==> config.mk <==
export PLATFORM = sky130hd
export DESIGN_NAME = xbar_bridge_req_arbiter
export DESIGN_NICKNAME = d
export VERILOG_FILES = /design/src/rtl/xbar_bridge_req_arbiter.sv
export SDC_FILE = /design/constraint.sdc
export NUM_CORES = 1
export LEC_CHECK = 0
export CORE_AREA = 2 2 593 595
export CTS_CLUSTER_DIAMETER = 80
export DETAILED_ROUTE_END_ITERATION = 8
export DIE_AREA = 0 0 595 597
export PLACE_DENSITY = 0.3
export SKIP_LAST_GASP = 1
export SLEW_MARGIN = 20
export SYNTH_ARGS = -nofsm -noshare
export SYNTH_HDL_FRONTEND = slang
export SYNTH_SLANG_ARGS = --single-unit
==> constraint.sdc <==
create_clock -name clk -period 15.33 [get_ports clk]
set_input_delay 1.533 -clock clk [delete_from_list [all_inputs] [get_ports clk]]
set_output_delay 1.533 -clock clk [all_outputs]
set_load 0.02 [all_outputs]
==> src/rtl/xbar_bridge_req_arbiter.sv <==
// Round-robin request arbiter for the XBAR bridge slave port, with one-hot ID tagging and outstanding throttle.
// Optional master lock (data_lock_i) is enabled by defining BRIDGE_ARB_LOCK_EN.
module xbar_bridge_req_arbiter #(
  parameter int unsigned N_MASTER        = 20,
  parameter int unsigned ADDR_WIDTH      = 32,
  parameter int unsigned DATA_WIDTH      = 32,
  parameter int unsigned MAX_OUTSTANDING = 4
) (
  input  logic                                     clk,
  input  logic                                     rst_n,
  input  logic [N_MASTER-1:0]                      data_req_i,
  input  logic [N_MASTER*ADDR_WIDTH-1:0]           data_add_i,
  input  logic [N_MASTER-1:0]                      data_wen_i,
  input  logic [N_MASTER*DATA_WIDTH-1:0]           data_wdata_i,
  input  logic [N_MASTER*(DATA_WIDTH/8)-1:0]       data_be_i,
`ifdef BRIDGE_ARB_LOCK_EN
  input  logic [N_MASTER-1:0]                      data_lock_i,
`endif
  output logic [N_MASTER-1:0]                      data_gnt_o,
  output logic                                     data_req_o,
  output logic [ADDR_WIDTH-1:0]                    data_add_o,
  output logic                                     data_wen_o,
  output logic [DATA_WIDTH-1:0]                    data_wdata_o,
  output logic [DATA_WIDTH/8-1:0]                  data_be_o,
  output logic [N_MASTER-1:0]                      data_ID_o,
  input  logic                                     data_gnt_i,
  input  logic                                     data_r_valid_i,
  output logic [$clog2(MAX_OUTSTANDING+1)-1:0]     outstanding_o,
  output logic                                     err_o
);

  localparam int unsigned BE_WIDTH = DATA_WIDTH / 8;
  localparam int unsigned IDX_W    = (N_MASTER > 1) ? $clog2(N_MASTER) : 1;
  localparam int unsigned CNT_W    = $clog2(MAX_OUTSTANDING + 1);

  logic [IDX_W-1:0]    rr_q, rr_d;
  logic [CNT_W-1:0]    cnt_q, cnt_d;
  logic                err_q, err_d;
  logic [N_MASTER-1:0] req_eff;
  logic [N_MASTER-1:0] sel_onehot;
  logic [IDX_W-1:0]    sel;
  logic                found;
  logic                stall;
  logic                req_c;
  logic                accept;

`ifdef BRIDGE_ARB_LOCK_EN
  logic             lock_q, lock_d;
  logic [IDX_W-1:0] lock_id_q, lock_id_d;

  // While locked, only the lock owner is visible to the arbiter.
  always_comb begin
    req_eff = data_req_i;
    if (lock_q) req_eff = data_req_i & (N_MASTER'(1) << lock_id_q);
  end
`else
  always_comb req_eff = data_req_i;
`endif

  // Round-robin scan starting at rr_q, wrapping at N_MASTER.
  always_comb begin
    int unsigned idx;
    sel   = '0;
    found = 1'b0;
    for (int unsigned i = 0; i < N_MASTER; i++) begin
      idx = int'(rr_q) + i;
      if (idx >= N_MASTER) idx = idx - N_MASTER;
      if (!found && req_eff[idx]) begin
        found = 1'b1;
        sel   = IDX_W'(idx);
      end
    end
  end

  // Outputs are forced low while reset is asserted.
  assign stall      = (cnt_q == CNT_W'(MAX_OUTSTANDING));
  assign req_c      = rst_n && found && !stall;
  assign accept     = req_c && data_gnt_i;
  assign sel_onehot = N_MASTER'(1) << sel;

  always_comb begin
    data_req_o   = req_c;
    data_ID_o    = '0;
    data_gnt_o   = '0;
    data_add_o   = '0;
    data_wen_o   = 1'b0;
    data_wdata_o = '0;
    data_be_o    = '0;
    if (req_c) begin
      data_ID_o    = sel_onehot;
      data_add_o   = data_add_i[sel*ADDR_WIDTH +: ADDR_WIDTH];
      data_wen_o   = data_wen_i[sel];
      data_wdata_o = data_wdata_i[sel*DATA_WIDTH +: DATA_WIDTH];
      data_be_o    = data_be_i[sel*BE_WIDTH +: BE_WIDTH];
    end
    if (accept) data_gnt_o = sel_onehot;
  end

  assign outstanding_o = cnt_q;
  assign err_o         = err_q;

  // Pointer, outstanding counter and sticky underflow error.
  always_comb begin
    rr_d  = rr_q;
    cnt_d = cnt_q;
    err_d = err_q;
    if (accept) rr_d = (sel == IDX_W'(N_MASTER - 1)) ? '0 : sel + IDX_W'(1);
    if (accept && !data_r_valid_i) begin
      cnt_d = cnt_q + CNT_W'(1);
    end else if (data_r_valid_i && !accept) begin
      if (cnt_q != '0) cnt_d = cnt_q - CNT_W'(1);
      else             err_d = 1'b1;
    end
  end

`ifdef BRIDGE_ARB_LOCK_EN
  always_comb begin
    lock_d    = lock_q;
    lock_id_d = lock_id_q;
    if (lock_q && !data_req_i[lock_id_q]) lock_d = 1'b0;
    if (accept) begin
      lock_d    = data_lock_i[sel];
      lock_id_d = sel;
    end
  end

  always_ff @(posedge clk or negedge rst_n) begin
    if (!rst_n) begin
      lock_q    <= 1'b0;
      lock_id_q <= '0;
    end else begin
      lock_q    <= lock_d;
      lock_id_q <= lock_id_d;
    end
  end
`endif

  always_ff @(posedge clk or negedge rst_n) begin
    if (!rst_n) begin
      rr_q  <= '0;
      cnt_q <= '0;
      err_q <= 1'b0;
    end else begin
      rr_q  <= rr_d;
      cnt_q <= cnt_d;
      err_q <= err_d;
    end
  end

endmodule

* Yosys cells after proc, flatten, opt, wreduce, memory -nomap -nowiden *
Cells that the tools add are included.
W data, S select, Z words.

cells by class
  add/subtract/negate cells = 42
  order comparisons = 41
  equal/unequal tests = 2
  shifts and indexed selects = 4
  multiplexer cells = 112
  bitwise logic cells = 2
  reduce and logical (&&, ||, !) cells = 51

operator list
  cell                    count
  $shiftx A640 B11 Y32    2
  $mux W32                22
  $lt A32 B6 Y1 const B   20
  $sub A6 B5 Y7 const B   19
  $ge A6 B5 Y1 const B    19
  $bmux W1 S5             21
  $mux W5                 21
  $shiftx A80 B8 Y4       1
  $add A5 B4 Y6 const B   8
  $mux W1                 42
  $mux W20                2
  $add A5 B3 Y6 const B   4
  $add A5 B5 Y6 const B   4
  $logic_and A1 B1 Y1     24
  $logic_not A1 Y1        22
  $shl A1 B5 Y20 const A  1
  $add A5 B2 Y6 const B   2
  $mux W3                 3
  $add A5 B1 Y6 const B   1
  $lt A5 B6 Y1 const B    1
  $sub A5 B5 Y6 const B   1
  $add A5 B1 Y5 const B   1
  $eq A5 B5 Y1 const B    1
  $ge A5 B5 Y1 const B    1
  other kinds (9)         11

word-level totals
  bits in registers = 9
  input port bits = 1404
  output and inout bits = 114
  logic and storage cells = 257

* Longest topological paths before layout *
  word-level depth = 69
  depth in mapped cells = 30
  gate-level depth less buffers = 24

* Worst setup path before layout *
OpenSTA, ideal clock, no wires.

  path kind = reg-to-output
  start point = register rr_q[1]
  end point = output data_wdata_o[13]
  data arrival time = 6.297 ns
  required time = 13.797 ns
  path slack = 7.500 ns
  stages on the path, launching flop included = 28
  buffers on the path = 6
  cell sequence = dfrtp_1 -> buf_2 -> buf_4 -> clkbuf_1 -> inv_1 -> ha_1 -> clkbuf_1 -> a21boi_2 -> xnor2_1 -> inv_1 -> ha_1 -> nand2_1 -> o21ai_0 -> a32o_1 -> a22oi_1 -> mux2_2 -> o32ai_1 -> or4_4 -> nor2_1 -> a221o_1 -> o32ai_2 -> nand2_2 -> inv_2 -> buf_4 -> buf_2 -> mux2i_1 -> mux2i_1 -> a211oi_1

between the ends
  longest elaborated chain between the ends = 65
  elaborated cells between the ends (all ways) = 201
  classes of those cells = add/sub (39); order compare (20); shift (1); mux (101); reduce/logical (40)

ends and longest elaborated chain
  what                                                    RTL line  text
  from (decl)                                             36        logic [IDX_W-1:0] rr_q, rr_d;
  from (signal assigned)                                  144       rr_q <= rr_d;
  branches (longest 64 deep; another with $sub A6 B5 Y7)  -
  $mux W32 (*)                                            89        if (req_c) begin
  to (decl)                                               23        output logic [DATA_WIDTH-1:0] data_wdata_o,

Mark *: on every way between the ends. The select of a mux whose other input is x is not followed.

* Worst setup path in the final report *
  start point = register rr_q[0]
  end point = output data_wdata_o[7]

Same word-level chain as after synthesis.

==> impl_metrics.yaml <==
run_status:
  status: "complete, no violations"
yosys:
  ys_seq_area_share_pct: 1.10
  ys_ff_latch: 9
  async_reset_ff_share_pct: 100
  yosysUniqueCellTypes: 120
  synth_top_area_cell: "nand2_1"
  synth_top_cells_by_area: "nand2_1 19%, nand3_1 18%, mux2i_1 14%"
  ys.flop_type: "dfrtp_1"
  yosysWarnings: 0
  netlist_instances: 3483
  syn_area_per_cell_um2: 5.86
  syn_area_um2: 20400
  yosys.area.top_type_share_pct: 19.3
  synth-edff-count: 0
  syn_nets: 4940
worst_hold_path:
  hold_depth: 1
  hp-class: "reg -> reg"
  hp-start: "err_o$_DFFE_PN0P_"
  worstHoldEndpoint: "err_o$_DFFE_PN0P_"
clock_tree:
  cts.htree.levels: 1
  cts_resized: 0
  path_clk_slew_ns: 0.06
  numCtsBuffers: 3
  clock_path_buffers: 2
  clock_latency_ns: 0.27
  cts_tree: "built"
  clock-sinks: 9
  post_cts_buffers: 0
  cts_root_buf: "clkbuf_16"
  cts_hold_buf: 0
timing:
  period_share_pct: 81.8
  timing.fmax_mhz: 79.8
  setup_viol: 0
  rsz0062_at_grt: "no"
  slew_headroom_pct: 25.2
  finalHoldViolCount: 0
  fin_worst_skew_ns: 0.0172
  final.setup.tns_ns: 0
  tightest_slew_ns: 1.09
  post-route-min-period_ns: 12.54
  drv_slew: 0
floorplan:
  core-area_um2: 349000
  start_util_pct: 5.86
  rows: 217
  io_pins: 1518
  dieArea_um2: 355000
  dieWidth_um: 595
  die_h_um: 597
drt:
  drt-total-wl_mm: 287
  drc_errors: 0
  drtIter0Drc: 2741
  num_vias: 33600
  drtPass1Iterations: 8
  via_per_inst: 3.56
  drtAntennaViolNets: 0
  wl_per_cell_um: 30.4
global_route:
  grtUsageTotal_pct: 15.3
  grt_pass1_wl_mm: 361
  grt_overflow: 0
  antenna_found_initial: 138
  grt_max_degree: 163
  grt_pass1_vias: 34100
placement:
  portBuffers: 1517
  dp_hpwl_mm: 249
  gp_congestion: 0.907
setup_path:
  crit_path_top_delay_cell: "clkdlybuf4s50_1"
  cp.arrival_ns: 11.01
  crit_type: "reg -> out"
  worstPathMaxFanout: 40
  crit_chain: "buf_4, ha_1, xor2_2, inv_1, ha_1, or3_1, and2_1, a22o_1, o22a_1, nor4_1, o21ai_0, a32o_1, a32oi_1, a32o_2, nand2_4, buf_4, a31oi_1, o211ai_1, a32oi_1, clkdlybuf4s50_1"
  rrSetupSlack_ns: 6.12
  r2r_end: "outstanding_o[2]$_DFFE_PN0P_"
  critical_path_required_ns: 13.80
  r2r-start: "rr_q[0]$_DFFE_PN0P_"
  rr_worst_depth: 23
  critical_path.max_stage_delay_ns: 1.10
  cp-end-kind: "output port"
  critPathLaunchType: "register"
layout:
  syn_to_final_growth_pct: 100
  fillers: 40800
  layout_common_cells: "1516 x clkdlybuf4s50_1, 1050 x nand2_1, 725 x nand3_1"
  layout_commonest_cell: "clkdlybuf4s50_1"
  nets: 6227
  multi_input_area_um2: 18600
  seq_area_um2: 230
  drive_above_1_share_pct: 4.61
run:
  maxCapViolCount: 0
[synthesized netlist by cell type, types with 21 or more instances]
cell / count
ha_1: 52
nand2_1: 1051
a211oi_1: 35
o21ai_0: 53
inv_1: 33
o211ai_1: 54
a21oi_1: 151
nor2_1: 93
o22ai_1: 28
nor3_1: 33
clkbuf_1: 87
a31oi_1: 59
buf_4: 26
nand3_1: 725
buf_2: 161
xnor2_1: 21
mux2i_1: 286
o2111ai_1: 23
and3_1: 25
a32oi_1: 42
mux2_2: 21
[sequential cells by signal (all words and copies together), names as in the netlist]
| name | cells |
|---|---|
| rr_q | 5 |
| outstanding_o | 3 |
| err_o | 1 |
[area by class of cell]
class	count	share of cell area, %
Clock buffer	4	0.193
Timing Repair Buffer	1589	38.7
Sequential cell	9	0.564
Antenna cell	61	0.374
Inverter	42	0.429
Multi-Input combinational cell	3125	45.6
Tap cell	4599	14.1
[logic make-up (layout without fill, tap and decap cells)]
logic type      Yosys count  after routing  synth area share (%)
compound gates          647            647                  22.9
xor+xnor                 33             33                  1.73
fa+ha+maj                53             53                  3.28
buf+inv                 349           1635                  8.43
flops                     9              9                  1.10
mux                     323            323                  16.8
other cells               0             61                     0
simple gates           2069           2069                  45.8
[layer usage]
metal | global-route usage, % | share of wire [%] | wire length, um
met2 | 27.8 | 50 | 144000
met4 | 2.35 | 1.7 | 4910
met1 | 18.3 | 41 | 116000
met3 | 3.80 | 7.3 | 20800
met5 | 0 | 0.12 | 341
[worst max path at each step]
stage / from / depth (start not counted) / to / slack, ns
after floorplan: rr_q[1]$_DFFE_PN0P_ / 27 / data_wdata_o[13] / 7.50
after global placement: rr_q[0]$_DFFE_PN0P_ / 20 / data_add_o[18] / 2.63
after detailed placement: rr_q[0]$_DFFE_PN0P_ / 20 / data_wdata_o[7] / 2.94
after CTS: rr_q[0]$_DFFE_PN0P_ / 20 / data_wdata_o[7] / 2.62
after global routing: rr_q[0]$_DFFE_PN0P_ / 23 / data_wdata_o[7] / 2.25
final: rr_q[0]$_DFFE_PN0P_ / 20 / data_wdata_o[7] / 2.79
[worst max-delay path, delay by kind of cell, from the launching register on]
kind / cells / cell delay, ns
simple gates: 4 / 1.89
buf+inv: 4 / 2.57
compound gates: 9 / 3.61
fa+ha+maj: 2 / 1.11
xor+xnor: 1 / 0.73
flops: 1 / 0.61
[metrics by stage]
stage	hold slack [ns]	instances	cell area, um2	setup slack, ns	util (%)
final	0.560	9429	40800	2.79	11.7
after global routing	0.621	9383	40700	2.25	11.7
after global placement	0.598	9362	40600	2.63	11.6
after detailed placement	0.596	9364	40600	2.94	11.7
after CTS	0.607	9368	40700	2.62	11.7
after floorplan	0.591	3483	20400	7.50	-
Power is not shown: default switching activity piles up to over one toggle a cycle in this logic, so the estimate is an artifact.
